[src/rtl/fetch_pkg.sv]
// Shared definitions for the buffered fetch front end: redirect-select encodings,
// the default queue entry layout and the NOP encoding.
package fetch_pkg;

  localparam logic [1:0] RD_NONE   = 2'b00;
  localparam logic [1:0] RD_BRANCH = 2'b01;
  localparam logic [1:0] RD_STACK  = 2'b10;

  localparam int unsigned FetchXlen = 19;

  localparam logic [FetchXlen-1:0] NOP = '0;

  typedef struct packed {
    logic [FetchXlen-1:0] pc;
    logic [FetchXlen-1:0] instr;
  } fetch_entry_t;

endpackage

[src/rtl/fetch_queue.sv]
// Synchronous FIFO holding fetched {pc, instr} entries; flush wins over push and pop.
module fetch_queue #(
  parameter int unsigned Depth = 2,
  parameter int unsigned Width = 38
) (
  input  logic                    clk,
  input  logic                    rst,
  input  logic                    push_i,
  input  logic [Width-1:0]        data_i,
  input  logic                    pop_i,
  input  logic                    flush_i,
  output logic [Width-1:0]        data_o,
  output logic                    full_o,
  output logic                    empty_o,
  output logic [$clog2(Depth):0]  count_o
);

  localparam int unsigned AddrW = $clog2(Depth);

  logic [Width-1:0] mem_q [Depth];
  logic [AddrW-1:0] wr_ptr_q, rd_ptr_q;
  logic [AddrW:0]   count_q;
  logic             do_push, do_pop;

  assign full_o  = (count_q == (AddrW+1)'(Depth));
  assign empty_o = (count_q == '0);
  assign count_o = count_q;
  assign data_o  = mem_q[rd_ptr_q];

  // A pop frees the slot a same-cycle push on a full queue needs.
  assign do_pop  = pop_i && !empty_o;
  assign do_push = push_i && (!full_o || do_pop);

  always_ff @(posedge clk) begin
    if (!rst) begin
      wr_ptr_q <= '0;
      rd_ptr_q <= '0;
      count_q  <= '0;
    end else if (flush_i) begin
      wr_ptr_q <= '0;
      rd_ptr_q <= '0;
      count_q  <= '0;
    end else begin
      if (do_push) wr_ptr_q <= wr_ptr_q + 1'b1;
      if (do_pop)  rd_ptr_q <= rd_ptr_q + 1'b1;
      count_q <= count_q + (AddrW+1)'(do_push) - (AddrW+1)'(do_pop);
    end
  end

  always_ff @(posedge clk) begin
    if (do_push) mem_q[wr_ptr_q] <= data_i;
  end

  push_overflow_a: assert property (@(posedge clk) disable iff (!rst)
    !(push_i && !flush_i && full_o && !do_pop));

endmodule

[src/rtl/fetch_unit_buffered.sv]
// Instruction-fetch front end with a prefetch queue, credit-limited requests and redirects.
// Define FETCH_PERF_EN to add saturating perf counters (fetched, dropped, stall).
module fetch_unit_buffered
  import fetch_pkg::*;
#(
  parameter int unsigned     XLEN     = 19,
  parameter int unsigned     PC_STEP  = 4,
  parameter logic [XLEN-1:0] RESET_PC = '0,
  parameter int unsigned     DEPTH    = 2
) (
  input  logic            clk,
  input  logic            rst,
  output logic            imem_req_valid_o,
  input  logic            imem_req_ready_i,
  output logic [XLEN-1:0] imem_req_addr_o,
  input  logic            imem_rsp_valid_i,
  input  logic [XLEN-1:0] imem_rsp_data_i,
  input  logic [1:0]      redirect_sel_i,
  input  logic [XLEN-1:0] branch_target_i,
  input  logic [XLEN-1:0] stack_target_i,
  output logic            dec_valid_o,
  input  logic            dec_ready_i,
  output logic [XLEN-1:0] dec_instr_o,
  output logic [XLEN-1:0] dec_pc_o,
  output logic [XLEN-1:0] dec_pcplus_o
`ifdef FETCH_PERF_EN
  ,
  output logic [XLEN-1:0] perf_fetched_o,
  output logic [XLEN-1:0] perf_dropped_o,
  output logic [XLEN-1:0] perf_stall_o
`endif
);

  localparam int unsigned     CntW = $clog2(DEPTH) + 1;
  localparam logic [XLEN-1:0] Step = XLEN'(PC_STEP);

  typedef struct packed {
    logic [XLEN-1:0] pc;
    logic [XLEN-1:0] instr;
  } entry_t;

  logic [XLEN-1:0] fetch_pc_q, fetch_pc_d;
  logic [XLEN-1:0] rsp_pc_q, rsp_pc_d;
  logic [CntW-1:0] out_q, out_d;
  logic [CntW-1:0] drop_q, drop_d;

  logic            redirect, dropping, push, pop, req_valid, req_fire;
  logic [XLEN-1:0] target;
  logic [CntW:0]   in_use;
  logic [CntW-1:0] q_count;
  logic            q_full, q_empty;
  entry_t          q_head, q_in;

  assign redirect = (redirect_sel_i == RD_BRANCH) || (redirect_sel_i == RD_STACK);
  assign target   = (redirect_sel_i == RD_STACK) ? stack_target_i : branch_target_i;
  assign dropping = (drop_q != '0);

  assign dec_valid_o = rst && !q_empty;
  assign pop         = dec_valid_o && dec_ready_i;
  assign push        = imem_rsp_valid_i && !dropping && !redirect;

  // The slot freed by this cycle's pop is credited immediately to sustain one fetch per cycle.
  assign in_use    = (CntW+1)'(out_q) + (CntW+1)'(q_count) - (CntW+1)'(pop);
  assign req_valid = rst && !redirect && (in_use < (CntW+1)'(DEPTH));
  assign req_fire  = req_valid && imem_req_ready_i;

  assign imem_req_valid_o = req_valid;
  assign imem_req_addr_o  = rst ? fetch_pc_q : '0;

  assign q_in.pc    = rsp_pc_q;
  assign q_in.instr = imem_rsp_data_i;

  always_comb begin
    fetch_pc_d = fetch_pc_q;
    rsp_pc_d   = rsp_pc_q;
    drop_d     = drop_q;
    out_d      = out_q + CntW'(req_fire) - CntW'(imem_rsp_valid_i);
    if (redirect) begin
      fetch_pc_d = target;
      rsp_pc_d   = target;
      drop_d     = out_d;
    end else begin
      if (req_fire) fetch_pc_d = fetch_pc_q + Step;
      if (push)     rsp_pc_d   = rsp_pc_q + Step;
      if (imem_rsp_valid_i && dropping) drop_d = drop_q - 1'b1;
    end
  end

  always_ff @(posedge clk) begin
    if (!rst) begin
      fetch_pc_q <= RESET_PC;
      rsp_pc_q   <= RESET_PC;
      out_q      <= '0;
      drop_q     <= '0;
    end else begin
      fetch_pc_q <= fetch_pc_d;
      rsp_pc_q   <= rsp_pc_d;
      out_q      <= out_d;
      drop_q     <= drop_d;
    end
  end

  fetch_queue #(
    .Depth (DEPTH),
    .Width (2 * XLEN)
  ) u_queue (
    .clk     (clk),
    .rst     (rst),
    .push_i  (push),
    .data_i  (q_in),
    .pop_i   (pop),
    .flush_i (redirect),
    .data_o  (q_head),
    .full_o  (q_full),
    .empty_o (q_empty),
    .count_o (q_count)
  );

  assign dec_instr_o  = dec_valid_o ? q_head.instr : XLEN'(NOP);
  assign dec_pc_o     = dec_valid_o ? q_head.pc : '0;
  assign dec_pcplus_o = dec_valid_o ? (q_head.pc + Step) : '0;

`ifdef FETCH_PERF_EN
  logic [XLEN-1:0] perf_fetched_q, perf_dropped_q, perf_stall_q;
  logic            fetched_ev, dropped_ev, stall_ev;

  assign fetched_ev = push;
  assign dropped_ev = imem_rsp_valid_i && (dropping || redirect);
  assign stall_ev   = dec_valid_o && !dec_ready_i;

  always_ff @(posedge clk) begin
    if (!rst) begin
      perf_fetched_q <= '0;
      perf_dropped_q <= '0;
      perf_stall_q   <= '0;
    end else begin
      if (fetched_ev && (perf_fetched_q != '1)) perf_fetched_q <= perf_fetched_q + 1'b1;
      if (dropped_ev && (perf_dropped_q != '1)) perf_dropped_q <= perf_dropped_q + 1'b1;
      if (stall_ev && (perf_stall_q != '1))     perf_stall_q   <= perf_stall_q + 1'b1;
    end
  end

  assign perf_fetched_o = perf_fetched_q;
  assign perf_dropped_o = perf_dropped_q;
  assign perf_stall_o   = perf_stall_q;
`endif

endmodule

[config.mk]
export PLATFORM = sky130hd
export DESIGN_NAME = fetch_unit_buffered
export DESIGN_NICKNAME = d
export VERILOG_FILES = /design/src/rtl/fetch_pkg.sv /design/src/rtl/fetch_queue.sv /design/src/rtl/fetch_unit_buffered.sv
export SDC_FILE = /design/constraint.sdc
export NUM_CORES = 1
export LEC_CHECK = 0
export CORE_MARGIN = 3
export CORE_UTILIZATION = 35
export CTS_CLUSTER_SIZE = 8
export DETAILED_ROUTE_END_ITERATION = 10
export DONT_BUFFER_PORTS = 1
export GPL_TIMING_DRIVEN = 0
export SYNTH_ARGS = -nofsm -noshare
export SYNTH_HDL_FRONTEND = slang
export SYNTH_SLANG_ARGS = --single-unit
[constraint.sdc]
create_clock -name clk -period 5.25 [get_ports clk]
set_clock_uncertainty 0.15 [all_clocks]
set_input_delay 1.05 -clock clk [delete_from_list [all_inputs] [get_ports clk]]
set_output_delay 1.05 -clock clk [all_outputs]
set_load 0.02 [all_outputs]
==> metrics.md <==
| Metric | Value |
|---|---|
| Vias per std cell | 5.733 |
| GP Congestion | 0.9172 |
| Initial antenna violation count | 0 |
| Final Net Count | 722 |
| Starting Density | 0.3649 |
| Pre-antenna DRT Iters | 5 |
| Drt wl/cell | 19.81 µm |
| Diode count | 0 |
| Max VDD drop | 0.2369 mV |
| DR iter-0 viols | 443 |
| Global Route Usage Sum | 0.1748 |
| Period utilization | 0.9372 |
| Syn Area/Cell | 10.24 µm² |
| Num CTS Buffers | 17 |
| Async set-reset flop share out of synthesis | 0 |
| Logic pwr share | 0.149 |
| Vias in the first global route | 4996 |
| Share of post-route cells with drive strength above 1 | 0.1032 |
| Root Driver | clkbuf_16 |
| Area delta synth->final | 14.20% |
| Internal power | 1.973 mW |
| Setup Crit Path Kind | input pin to primary output |
| Cell variety after synth | 73 |
| WHS Path Cells | 0 |
| Syn nets | 703 |
| Detailed Route WL | 17510 µm |
| P_leak | 2.399 nW |
| First-pass GRT wire length | 27640 µm |
| Antenna-violating nets left | 0 |
| Slew headroom | 0.2255 |
| Pin count of the biggest net entering global routing | 39 |
| Port-buffer cells | 0 |
| Overflow after GRT | 0 |
| Core area | 0.01760 mm² |
| Fill cells | 1698 |
| Total power | 2.709 mW |
| Setup TNS | 0 ps |
| Clock Tree Buf Depth | 2 |
| Fin. max-slew vios | 0 |
| Worst-margin pin slew | 1147 ps |
| WP data arrival | 3720 ps |
| Sequential fraction of the synthesis area | 0.5019 |
| Layout Cells excl Fill | 884 |
| Data required time of the worst path | 4050 ps |
| Die width | 141.5 µm |
| Die height | 141.5 µm |
| Worst-path clk slew | 50 ps |
| Final hold viol count | 0 |
| Flops & latches, synth | 123 |
| # setup viols final | 0 |
| Critical Path Sink Type | primary output |
| Hold/Removal Path Class | register to register |
| Die area | 0.02001 mm² |
| CP max FO | 10 |
| Ys Warns | 0 |
| Worst setup SP type | input pin |
| Dpl cells | 853 |
| FP Rows | 48 |
| Post-Syn Instances | 627 |
| Seq pwr share | 0.429 |
| Max Fclk | 203.2 MHz |
| Switch Pwr | 0.7352 mW |
| Unrepaired setup endpoints after global routing | false |
| Hold-fix buffers, CTS | 0 |
| Via count | 5068 |
| Clock Latency Late Sink | 420 ps |
| Tmin final | 4920 ps |
| Post-CTS setup repair buffer count | 0 |
| Ys flop type | edfxtp_1 |
| PD cells | 369.3 mW/mm² |
| Mapped cell area | 0.006421 mm² |
| Detail Placement HPWL | 13230 µm |
| Htree depth | 4 |
| Max-cap viol count | 0 |
| Post-synth EDFFs | 76 |
| Cells on worst reg2reg path | 18 |
| Outcome | complete, no violations |
| I/O pin count | 142 |
| CTS tree | yes |
| CTS Sinks | 123 |
| Clock share of power | 0.423 |
| Sw Share | 0.2714 |
| # DRC | 0 |
[metal layers]
layer / part of all wire / GRT usage
met1: 0.44 / 0.2310
met2: 0.44 / 0.2719
met3: 0.10 / 0.05561
met4: 0.020 / 0.06061
met5: 0 / 0
[what timing repair did]
| action | in CTS | in global routing |
|---|---|---|
| setup endpoints to repair | 4 | 5 |
| pin swaps | 0 | 0 |
| resized for setup | 1 | 5 |
[flip-flops by register name, indices dropped and copies added (netlist names), named ones only]
name              flops
u_queue.wr_ptr_q      1
fetch_pc_q           19
rsp_pc_q             19
u_queue.count_o       2
out_q                 2
u_queue.mem_q        76
u_queue.rd_ptr_q      1
drop_q                2
[metrics by stage]
step	setup WS, ps	area, µm²	util	hold WS, ps
3_3_place_gp	-686.9	6703	0.3809	293.9
3_5_place_dp	-679.8	6739	0.3830	299.4
5_1_grt	89.82	7333	0.4167	334.8
6_report	329.8	7333	0.4167	305.1
2_1_floorplan	319.2	6421	-	275.6
4_1_cts	15.12	7323	0.4162	307.3
[placed cells by master (no fill, tap or decap), types with 4 or more instances in the layout]
cell / synthesis / final
o31ai_1: 8 / 8
and3_1: 8 / 8
a31oi_1: 12 / 12
nand3_1: 19 / 19
or4_1: 4 / 4
mux2i_1: 47 / 47
and4_1: 4 / 4
o21ai_0: 27 / 27
dfxtp_1: 47 / 47
ha_1: 11 / 11
edfxtp_1: 76 / 76
mux2_2: 11 / 11
xnor2_1: 10 / 10
nand4_1: 16 / 16
inv_1: 25 / 25
xor2_1: 8 / 8
nor2_1: 74 / 74
clkinv_1: 0 / 4
a211oi_1: 9 / 9
nor3_1: 14 / 14
nand2_1: 29 / 29
buf_2: 9 / 9
and2_1: 24 / 23
a21oi_1: 28 / 28
nor4_1: 8 / 8
clkbuf_16: 0 / 17
or3_1: 6 / 6
clkinvlp_4: 0 / 4
clkbuf_1: 24 / 21
[layout make-up]
cell class	instances	area (µm²)	area share
multi-input cells	442	2963	0.4040
well taps	225	281.5	0.03839
clock buffers	18	429.2	0.05852
clock inverters	14	153.9	0.02099
inverters	25	93.84	0.01280
plain buffers	36	161.4	0.02201
flip-flops and latches	123	3223	0.4395
repair buffers	1	27.53	0.003754
[power groups by stage]
stage | registers [mW] | clock network, mW | logic, mW
2_1_floorplan | 1.16 | 0 | 0.290
4_1_cts | 1.16 | 1.16 | 0.396
3_5_place_dp | 1.18 | 0 | 0.392
6_report | 1.16 | 1.14 | 0.403
5_1_grt | 1.17 | 1.21 | 0.448
3_3_place_gp | 1.18 | 0 | 0.376
[cells in the mapped netlist (all sizes together), types with 16 or more instances]
library cell / instances / share of area
nand2: 29 / 0.017
nand4: 16 / 0.016
nor2: 74 / 0.043
edfxtp: 76 / 0.36
o21ai: 28 / 0.022
inv: 25 / 0.015
nand3: 20 / 0.016
clkbuf: 24 / 0.014
dfxtp: 47 / 0.15
and2: 26 / 0.026
a21oi: 28 / 0.022
mux2i: 47 / 0.073
[logic make-up (layout without fill, tap and decap cells)]
family	count (synthesis)	count (layout)	synth area share
AOI/OAI and AO/OA	122	122	0.1261
xor gates and xnor gates	19	19	0.02709
adders and majority gates	12	12	0.02455
buffers and inverters	62	94	0.03975
DFF	123	123	0.5019
muxes	61	61	0.09782
and+or+nand+nor	228	228	0.1828
[path summary, 6_finish.rpt]
| path | from | slack [ps] | to |
|---|---|---|---|
| worst max-delay path | rst | 330 | imem_req_valid_o |
| worst min-delay path | rsp_pc_q[0]$_SDFFE_PN0P_ | 310 | u_queue.mem_q[0][19]$_DFFE_PP_ |
| worst max register to register | u_queue.count_o[0]$_SDFF_PP0_ | 910 | drop_q[1]$_SDFFE_PN0P_ |
| worst min register to register | rsp_pc_q[0]$_SDFFE_PN0P_ | 310 | u_queue.mem_q[0][19]$_DFFE_PP_ |
[critical path: stages]
cell      delay, ps
clkbuf_2        190
o21ai_1         210
inv_1           110
clkbuf_2        260
and2_1          240
ha_1            270
nand2b_1        160
fa_1            450
xor2_4          360
nand2_1          90
nor2_1          330
Note: power is estimated with default switching activity, not from simulation.
